**config.mk**
```make
export PLATFORM = sky130hd
export DESIGN_NAME = fetch_stage
export DESIGN_NICKNAME = d
export VERILOG_FILES = /design/src/rtl/scc_pkg.sv /design/src/rtl/fetch_fifo.sv /design/src/rtl/fetch_stage.sv
export SDC_FILE = /design/constraint.sdc
export NUM_CORES = 1
export LEC_CHECK = 0
export ABC_AREA = 1
export CAP_MARGIN = 5
export CELL_PAD_IN_SITES_DETAIL_PLACEMENT = 1
export CELL_PAD_IN_SITES_GLOBAL_PLACEMENT = 2
export CORE_MARGIN = 10
export CORE_UTILIZATION = 33
export CTS_BUF_LIST = sky130_fd_sc_hd__clkbuf_4 sky130_fd_sc_hd__clkbuf_8
export CTS_CLUSTER_DIAMETER = 30
export CTS_CLUSTER_SIZE = 16
export DETAILED_ROUTE_END_ITERATION = 16
export PLACE_DENSITY = 0.95
export SYNTH_ARGS = -nofsm -noshare
export SYNTH_HDL_FRONTEND = slang
export SYNTH_SLANG_ARGS = --single-unit
```
**constraint.sdc**
```tcl
create_clock -name clk -period 20.7 [get_ports clk]
set_input_delay 6.21 -clock clk [delete_from_list [all_inputs] [get_ports clk]]
set_output_delay 6.21 -clock clk [all_outputs]
set_load 0.1 [all_outputs]
```
**src/rtl/scc_pkg.sv**
```systemverilog
`default_nettype none
// ============================================================================
// Module      : scc_pkg
// Description : Shared types and constants for the SCC core fetch stage.
// Revision    : 1.0 - initial release
// ============================================================================
package scc_pkg;

    localparam int INSTR_W = 32;
    localparam int ADDR_W  = 32;
    localparam logic [ADDR_W-1:0] PC_INC = ADDR_W'(4);

    typedef enum logic [1:0] {
        IDLE   = 2'd0,
        RUN    = 2'd1,
        HALTED = 2'd2
    } fetch_state_t;

    typedef struct packed {
        logic [ADDR_W-1:0]  pc;
        logic [INSTR_W-1:0] instr;
    } fetch_entry_t;

    // Branch targets are word aligned; the low two address bits carry no meaning.
    function automatic logic [ADDR_W-1:0] align_word(input logic [ADDR_W-1:0] addr);
        return addr & ~ADDR_W'(3);
    endfunction

endpackage
`default_nettype wire

```
**src/rtl/fetch_fifo.sv**
```systemverilog
`default_nettype none
// ============================================================================
// Module      : fetch_fifo
// Description : BUF_DEPTH-entry prefetch FIFO of {pc, instr}; flush beats push.
// Revision    : 1.0 - initial release
// ============================================================================
module fetch_fifo
    import scc_pkg::*;
#(
    parameter int BUF_DEPTH = 2
) (
    input  logic                               clk,
    input  logic                               reset,
    input  logic                               i_push,
    input  logic                               i_pop,
    input  logic                               i_flush,
    input  fetch_entry_t                       i_wdata,
    output logic [$clog2(BUF_DEPTH+1)-1:0]     o_count,
    output fetch_entry_t                       o_head
);

    localparam int PTR_W = $clog2(BUF_DEPTH);
    localparam int CNT_W = $clog2(BUF_DEPTH + 1);

    fetch_entry_t       r_mem [BUF_DEPTH];
    logic [PTR_W-1:0]   r_wr_ptr;
    logic [PTR_W-1:0]   r_rd_ptr;
    logic [CNT_W-1:0]   r_count;

    // Depth is a power of two, so the pointers wrap on their own.
    always_ff @(posedge clk or posedge reset) begin
        if (reset) begin
            r_wr_ptr <= '0;
            r_rd_ptr <= '0;
            r_count  <= '0;
            for (int i = 0; i < BUF_DEPTH; i++) begin
                r_mem[i] <= '0;
            end
        end else if (i_flush) begin
            r_wr_ptr <= '0;
            r_rd_ptr <= '0;
            r_count  <= '0;
        end else begin
            if (i_push) begin
                r_mem[r_wr_ptr] <= i_wdata;
                r_wr_ptr        <= r_wr_ptr + PTR_W'(1);
            end
            if (i_pop) begin
                r_rd_ptr <= r_rd_ptr + PTR_W'(1);
            end
            r_count <= r_count + CNT_W'(i_push) - CNT_W'(i_pop);
        end
    end

    assign o_count = r_count;
    assign o_head  = r_mem[r_rd_ptr];

endmodule
`default_nettype wire

```
**src/rtl/fetch_stage.sv**
```systemverilog
`default_nettype none
// ============================================================================
// Module      : fetch_stage
// Description : SCC instruction fetch: PC, memory requests, prefetch buffer,
//               redirect/halt handling. Define FETCH_PERF_EN for perf counters.
// Revision    : 1.0 - initial release
// ============================================================================
module fetch_stage
    import scc_pkg::*;
#(
    parameter logic [ADDR_W-1:0] RESET_PC  = 32'h0000_0000,
    parameter int                BUF_DEPTH = 2
) (
    input  logic               clk,
    input  logic               reset,
    input  logic [INSTR_W-1:0] in_mem,
    output logic [ADDR_W-1:0]  in_mem_addr,
    output logic               in_mem_en,
    input  logic               redirect_valid,
    input  logic [ADDR_W-1:0]  redirect_pc,
    input  logic               halt_req,
    output logic               instr_valid,
    output logic [INSTR_W-1:0] instr,
    output logic [ADDR_W-1:0]  instr_pc,
    input  logic               instr_ready
`ifdef FETCH_PERF_EN
    ,
    output logic [31:0]        perf_fetched,
    output logic [31:0]        perf_stall
`endif
);

    localparam int CNT_W = $clog2(BUF_DEPTH + 1);
    localparam int OCC_W = CNT_W + 1;

    fetch_state_t       r_state;
    logic [ADDR_W-1:0]  r_fetch_pc;
    logic               r_inflight;
    logic [ADDR_W-1:0]  r_inflight_pc;

    logic [CNT_W-1:0]   w_count;
    fetch_entry_t       w_head;
    fetch_entry_t       w_push_entry;
    logic               w_pop;
    logic               w_issue;
    logic [OCC_W-1:0]   w_occupancy;
    logic [ADDR_W-1:0]  w_redirect_target;

    assign w_pop             = instr_valid & instr_ready;
    assign w_redirect_target = align_word(redirect_pc);

    // Slots committed after this cycle: buffered + returning - leaving.
    assign w_occupancy = OCC_W'(w_count) + OCC_W'(r_inflight) - OCC_W'(w_pop);
    assign w_issue     = (r_state == RUN) & ~redirect_valid & ~halt_req
                       & (w_occupancy < OCC_W'(BUF_DEPTH));

    assign in_mem_en    = w_issue;
    assign in_mem_addr  = r_fetch_pc;
    assign w_push_entry = '{pc: r_inflight_pc, instr: in_mem};

    // A redirect flushes at the end of its cycle; flush priority drops the
    // response landing that cycle, and no request was issued alongside it.
    fetch_fifo #(
        .BUF_DEPTH (BUF_DEPTH)
    ) u_fifo (
        .clk     (clk),
        .reset   (reset),
        .i_push  (r_inflight),
        .i_pop   (w_pop),
        .i_flush (redirect_valid),
        .i_wdata (w_push_entry),
        .o_count (w_count),
        .o_head  (w_head)
    );

    assign instr_valid = (w_count != '0);
    assign instr       = w_head.instr;
    assign instr_pc    = w_head.pc;

    always_ff @(posedge clk or posedge reset) begin
        if (reset) begin
            r_state       <= IDLE;
            r_fetch_pc    <= RESET_PC;
            r_inflight    <= 1'b0;
            r_inflight_pc <= '0;
        end else begin
            r_inflight    <= w_issue;
            r_inflight_pc <= r_fetch_pc;

            if (redirect_valid) begin
                r_fetch_pc <= w_redirect_target;
            end else if (w_issue) begin
                r_fetch_pc <= r_fetch_pc + PC_INC;
            end

            case (r_state)
                IDLE:    r_state <= RUN;
                RUN:     if (halt_req && !redirect_valid) r_state <= HALTED;
                HALTED:  if (redirect_valid) r_state <= RUN;
                default: r_state <= IDLE;
            endcase
        end
    end

`ifdef FETCH_PERF_EN
    logic [31:0] r_perf_fetched;
    logic [31:0] r_perf_stall;
    logic        w_stall;

    assign w_stall = (r_state == RUN) & ~w_issue & ~redirect_valid;

    always_ff @(posedge clk or posedge reset) begin
        if (reset) begin
            r_perf_fetched <= '0;
            r_perf_stall   <= '0;
        end else begin
            r_perf_fetched <= r_perf_fetched + 32'(w_pop);
            r_perf_stall   <= r_perf_stall + 32'(w_stall);
        end
    end

    assign perf_fetched = r_perf_fetched;
    assign perf_stall   = r_perf_stall;
`endif

endmodule
`default_nettype wire

```
==> impl_metrics.xml <==
<?xml version="1.0" encoding="UTF-8"?>
<metrics>
  <group name="clock_network">
    <metric name="clockBufferDepth" unit="">2</metric>
    <metric name="clkTransAtPathRegs" unit="ps">100</metric>
    <metric name="clkLatencyLatePin" unit="ps">460</metric>
    <metric name="cts-buffers-inserted" unit="">17</metric>
    <metric name="hold_buffers" unit="">0</metric>
    <metric name="post_cts_buffers" unit="">0</metric>
    <metric name="cts-root-buf" unit="">sky130_fd_sc_hd__clkbuf_8</metric>
    <metric name="cts_resized" unit="">0</metric>
    <metric name="cts.htree.levels" unit="">4</metric>
    <metric name="cts_num_sinks" unit="">191</metric>
    <metric name="tritoncts" unit="">built</metric>
  </group>
  <group name="power">
    <metric name="finalPower" unit="mW">1.91</metric>
    <metric name="leakage_power" unit="nW">5.35</metric>
    <metric name="vdd_ir_drop_max" unit="mV">0.0971</metric>
    <metric name="p_int" unit="uW">851</metric>
    <metric name="p_switching" unit="mW">1.05</metric>
    <metric name="seqPwrFrac" unit="%">31.7</metric>
    <metric name="combPwrFrac" unit="%">55.3</metric>
    <metric name="pwr-share-clk" unit="%">13.0</metric>
    <metric name="swShare" unit="%">55.3</metric>
    <metric name="power.density" unit="nW/um2">175</metric>
  </group>
  <group name="sta">
    <metric name="crit_path_time_final" unit="ps">15670</metric>
    <metric name="hold_ws" unit="ps">484</metric>
    <metric name="fin_crit_sh" unit="%">75.7</metric>
    <metric name="setup_viol_count_final" unit="">0</metric>
    <metric name="finalHoldViolCount" unit="">0</metric>
    <metric name="slew_headroom" unit="%">24.7</metric>
    <metric name="minimum_setup_slack_in_the_final_design" unit="ps">5030</metric>
    <metric name="totalNegativeSetupSlack" unit="ps">0</metric>
    <metric name="finalClockSkew" unit="ps">14.6</metric>
    <metric name="grt_setup_unrepaired" unit="">false</metric>
    <metric name="fmax" unit="GHz">0.0638</metric>
    <metric name="actual_transition_at_the_worst_max_transition_pin" unit="ps">1130</metric>
    <metric name="timing.final.max_slew_violations" unit="">0</metric>
  </group>
  <group name="cells_and_area">
    <metric name="layout_cells_excl_fill" unit="">1589</metric>
    <metric name="post_route_core_utilization" unit="%">42.1</metric>
    <metric name="nets" unit="">1314</metric>
    <metric name="area_growth_syn_to_layout" unit="%">26.0</metric>
    <metric name="antennaDiodeCount" unit="">0</metric>
    <metric name="fraction_of_final_layout_cells_with_drive_strength_greater_than_1" unit="%">4.23</metric>
    <metric name="design_area" unit="um2">10900</metric>
    <metric name="filler_instances" unit="">3153</metric>
  </group>
  <group name="setup_path">
    <metric name="timing.reg2reg.worst_path_depth" unit="">15</metric>
    <metric name="worst_r2r_startpoint" unit="">u_fifo.o_count[1]</metric>
    <metric name="worstSetupStartpointType" unit="">input pin</metric>
    <metric name="timing.critical_path.required" unit="ps">14490</metric>
    <metric name="element_type_at_the_critical_path_end" unit="">output port</metric>
    <metric name="crit-reg2reg-capture" unit="">in_mem_addr[13]</metric>
    <metric name="max_stage_delay" unit="ps">1180</metric>
    <metric name="cp_slowest_cell" unit="">sky130_fd_sc_hd__clkdlybuf4s50_1</metric>
    <metric name="crit_path_max_fanout" unit="">3</metric>
    <metric name="worst_ep_arrival_time" unit="ps">9460</metric>
    <metric name="cpMostUsedCell" unit="">sky130_fd_sc_hd__inv_1</metric>
    <metric name="critical_path_class" unit="">in2out</metric>
    <metric name="cp_cell_sequence" unit="">clkdlybuf4s50_1, nand2_1, inv_1, ha_1, inv_1, ha_1, inv_1, fa_1, nand3_1, nor3_4, clkdlybuf4s50_1</metric>
    <metric name="regToRegSetupSlack" unit="ps">17500</metric>
  </group>
  <group name="route">
    <metric name="totalWireLength" unit="um">24100</metric>
    <metric name="drtAntennaViolNets" unit="">0</metric>
    <metric name="dr.pass1.iters" unit="">4</metric>
    <metric name="vias" unit="">7342</metric>
    <metric name="drc" unit="">0</metric>
    <metric name="detail_route.wl_per_cell" unit="um">15.2</metric>
    <metric name="routed_via_density" unit="">4.62</metric>
    <metric name="drtIter0Drc" unit="">421</metric>
  </group>
  <group name="place">
    <metric name="placedInstanceArea" unit="um2">10500</metric>
    <metric name="place.gp.congestion" unit="">0.804</metric>
    <metric name="dp_worst_setup_slack" unit="ps">4990</metric>
    <metric name="detailedPlacementHpwl" unit="um">16700</metric>
    <metric name="dp.cells" unit="">1557</metric>
    <metric name="numPortBuffers" unit="">160</metric>
  </group>
  <group name="run_status">
    <metric name="outcome" unit="">finished, final reports clean</metric>
  </group>
  <group name="global_route">
    <metric name="antenna_found_initial" unit="">0</metric>
    <metric name="grt.total_usage" unit="%">14.8</metric>
    <metric name="grt_pass1_vias" unit="">7808</metric>
    <metric name="grt_max_degree" unit="">141</metric>
    <metric name="grt_remaining_overflow" unit="">0</metric>
    <metric name="global_route_wire_length_before_repair" unit="um">40300</metric>
  </group>
  <group name="hold_path">
    <metric name="hold_path.class" unit="">reg2reg</metric>
    <metric name="min_delay_path_depth" unit="">1</metric>
    <metric name="min-delay-start" unit="">r_state[1]</metric>
    <metric name="min_delay_worst_endpoint" unit="">r_state[0]</metric>
  </group>
  <group name="die">
    <metric name="start_util" unit="%">33.4</metric>
    <metric name="floorplan.die.height" unit="um">182</metric>
    <metric name="row_count" unit="">59</metric>
    <metric name="die_area" unit="um2">33100</metric>
    <metric name="placeableCoreArea" unit="um2">25900</metric>
    <metric name="floorplan.io_pins" unit="">167</metric>
    <metric name="die_w" unit="um">182</metric>
  </group>
  <group name="synthesis">
    <metric name="post_synth_inst_count" unit="">1105</metric>
    <metric name="ys_async_sr_fraction" unit="%">100</metric>
    <metric name="synth-seq-cells" unit="">191</metric>
    <metric name="synth_cell_types" unit="">29</metric>
    <metric name="netlist_area" unit="um2">8660</metric>
    <metric name="yosys_warnings" unit="">0</metric>
    <metric name="synth_area_per_cell" unit="um2">7.84</metric>
    <metric name="synthFlopType" unit="">sky130_fd_sc_hd__dfrtp_1</metric>
    <metric name="yosys-top-cells-area" unit="">sky130_fd_sc_hd__dfrtp_1 55%, sky130_fd_sc_hd__nand2_1 21%, sky130_fd_sc_hd__o21ai_0 7.3%</metric>
    <metric name="synthTopCellsByCount" unit="">478 x sky130_fd_sc_hd__nand2_1, 191 x sky130_fd_sc_hd__dfrtp_1, 127 x sky130_fd_sc_hd__o21ai_0, 112 x sky130_fd_sc_hd__inv_1, 68 x sky130_fd_sc_hd__nand3_1</metric>
    <metric name="synth_largest_type_area_fraction" unit="%">55.2</metric>
    <metric name="count_of_flip_flops_with_a_built_in_enable_after_synthesis" unit="">0</metric>
    <metric name="post_synthesis_sequential_area_ratio" unit="%">55.2</metric>
    <metric name="synth_area_leader_cell" unit="">sky130_fd_sc_hd__dfrtp_1</metric>
    <metric name="yosys.cell_count.top_type" unit="">sky130_fd_sc_hd__nand2_1</metric>
  </group>
  <group name="job">
    <metric name="max-cap-violations" unit="">0</metric>
  </group>
</metrics>
==> worst max-delay path: cells and delay by family <==
kind | cells | cell delay [ps]
and+or+nand+nor | 3 | 550
adders and majority gates | 3 | 930
buffers and inverters | 5 | 1750
==> power by group through the flow <==
stage	clock [mW]	sequential, mW	combinational [mW]
CTS	0.257	0.605	1.07
global route	0.275	0.625	1.12
finish	0.248	0.604	1.05
detailed placement	0	0.612	1.07
global placement	0	0.605	1.05
floorplan	0	0.692	0.714
==> final cells by class <==
class | instances | area, um2 | area share [%]
sequential | 191 | 4780 | 43.8
multi-input combinational | 750 | 3220 | 29.5
timing repair buffer | 167 | 1650 | 15.2
inverter | 114 | 438 | 4.01
tap | 335 | 419 | 3.84
clock buffer | 18 | 248 | 2.27
clock inverter | 14 | 149 | 1.36
==> metal layers <==
layer	track usage, %	up-vias	share of wire [%]
met3	3.40	25	4.3
met5	0	-	0
met1	18.8	3506	47
met2	24.6	141	47
li1	-	3670	-
met4	4.30	0	1.4
==> flip-flops by register name, indices dropped and copies added, names as in the netlist <==
name,flops
r_state,2
u_fifo.o_count,2
u_fifo.r_wr_ptr,1
u_fifo.r_mem,124
r_inflight,1
r_inflight_pc,30
in_mem_addr,30
u_fifo.r_rd_ptr,1
==> worst max-delay path by stage <==
stage                end  slack [ps]  cells past startpoint   startpoint
2_1_floorplan  in_mem_en        6380                     11  instr_ready
3_3_place_gp   in_mem_en        5050                     11  instr_ready
3_5_place_dp   in_mem_en        4990                     11  instr_ready
4_1_cts        in_mem_en        4980                     11  instr_ready
5_1_grt        in_mem_en        4820                     11  instr_ready
6_report       in_mem_en        5030                     11  instr_ready
==> cell families (layout without fill, tap and decap cells) <==
| kind of cell | count (synthesis) | after routing | share of synthesized area [%] |
|---|---|---|---|
| DFF | 191 | 191 | 55.2 |
| AOI/OAI and AO/OA | 138 | 138 | 8.24 |
| and+or+nand+nor | 599 | 599 | 27.4 |
| xor gates and xnor gates | 4 | 4 | 0.405 |
| buffers and inverters | 167 | 313 | 7.89 |
| muxes | 1 | 1 | 0.116 |
| other | 1 | 4 | 0.0433 |
| adders and majority gates | 4 | 4 | 0.665 |
==> layout by cell type, fill, tap and decap left out, types with 4 or more instances in the layout <==
cell type,count
sky130_fd_sc_hd__buf_4,7
sky130_fd_sc_hd__clkbuf_8,18
sky130_fd_sc_hd__clkdlybuf4s50_1,160
sky130_fd_sc_hd__clkinvlp_4,5
sky130_fd_sc_hd__conb_1,4
sky130_fd_sc_hd__dfrtp_1,190
sky130_fd_sc_hd__inv_1,111
sky130_fd_sc_hd__inv_8,4
sky130_fd_sc_hd__nand2_1,477
sky130_fd_sc_hd__nand3_1,68
sky130_fd_sc_hd__nor2_1,42
sky130_fd_sc_hd__nor2_2,5
sky130_fd_sc_hd__o21ai_0,127
sky130_fd_sc_hd__o21bai_1,8
sky130_fd_sc_hd__xnor2_1,4
Note: power is estimated with default switching activity, not from simulation.
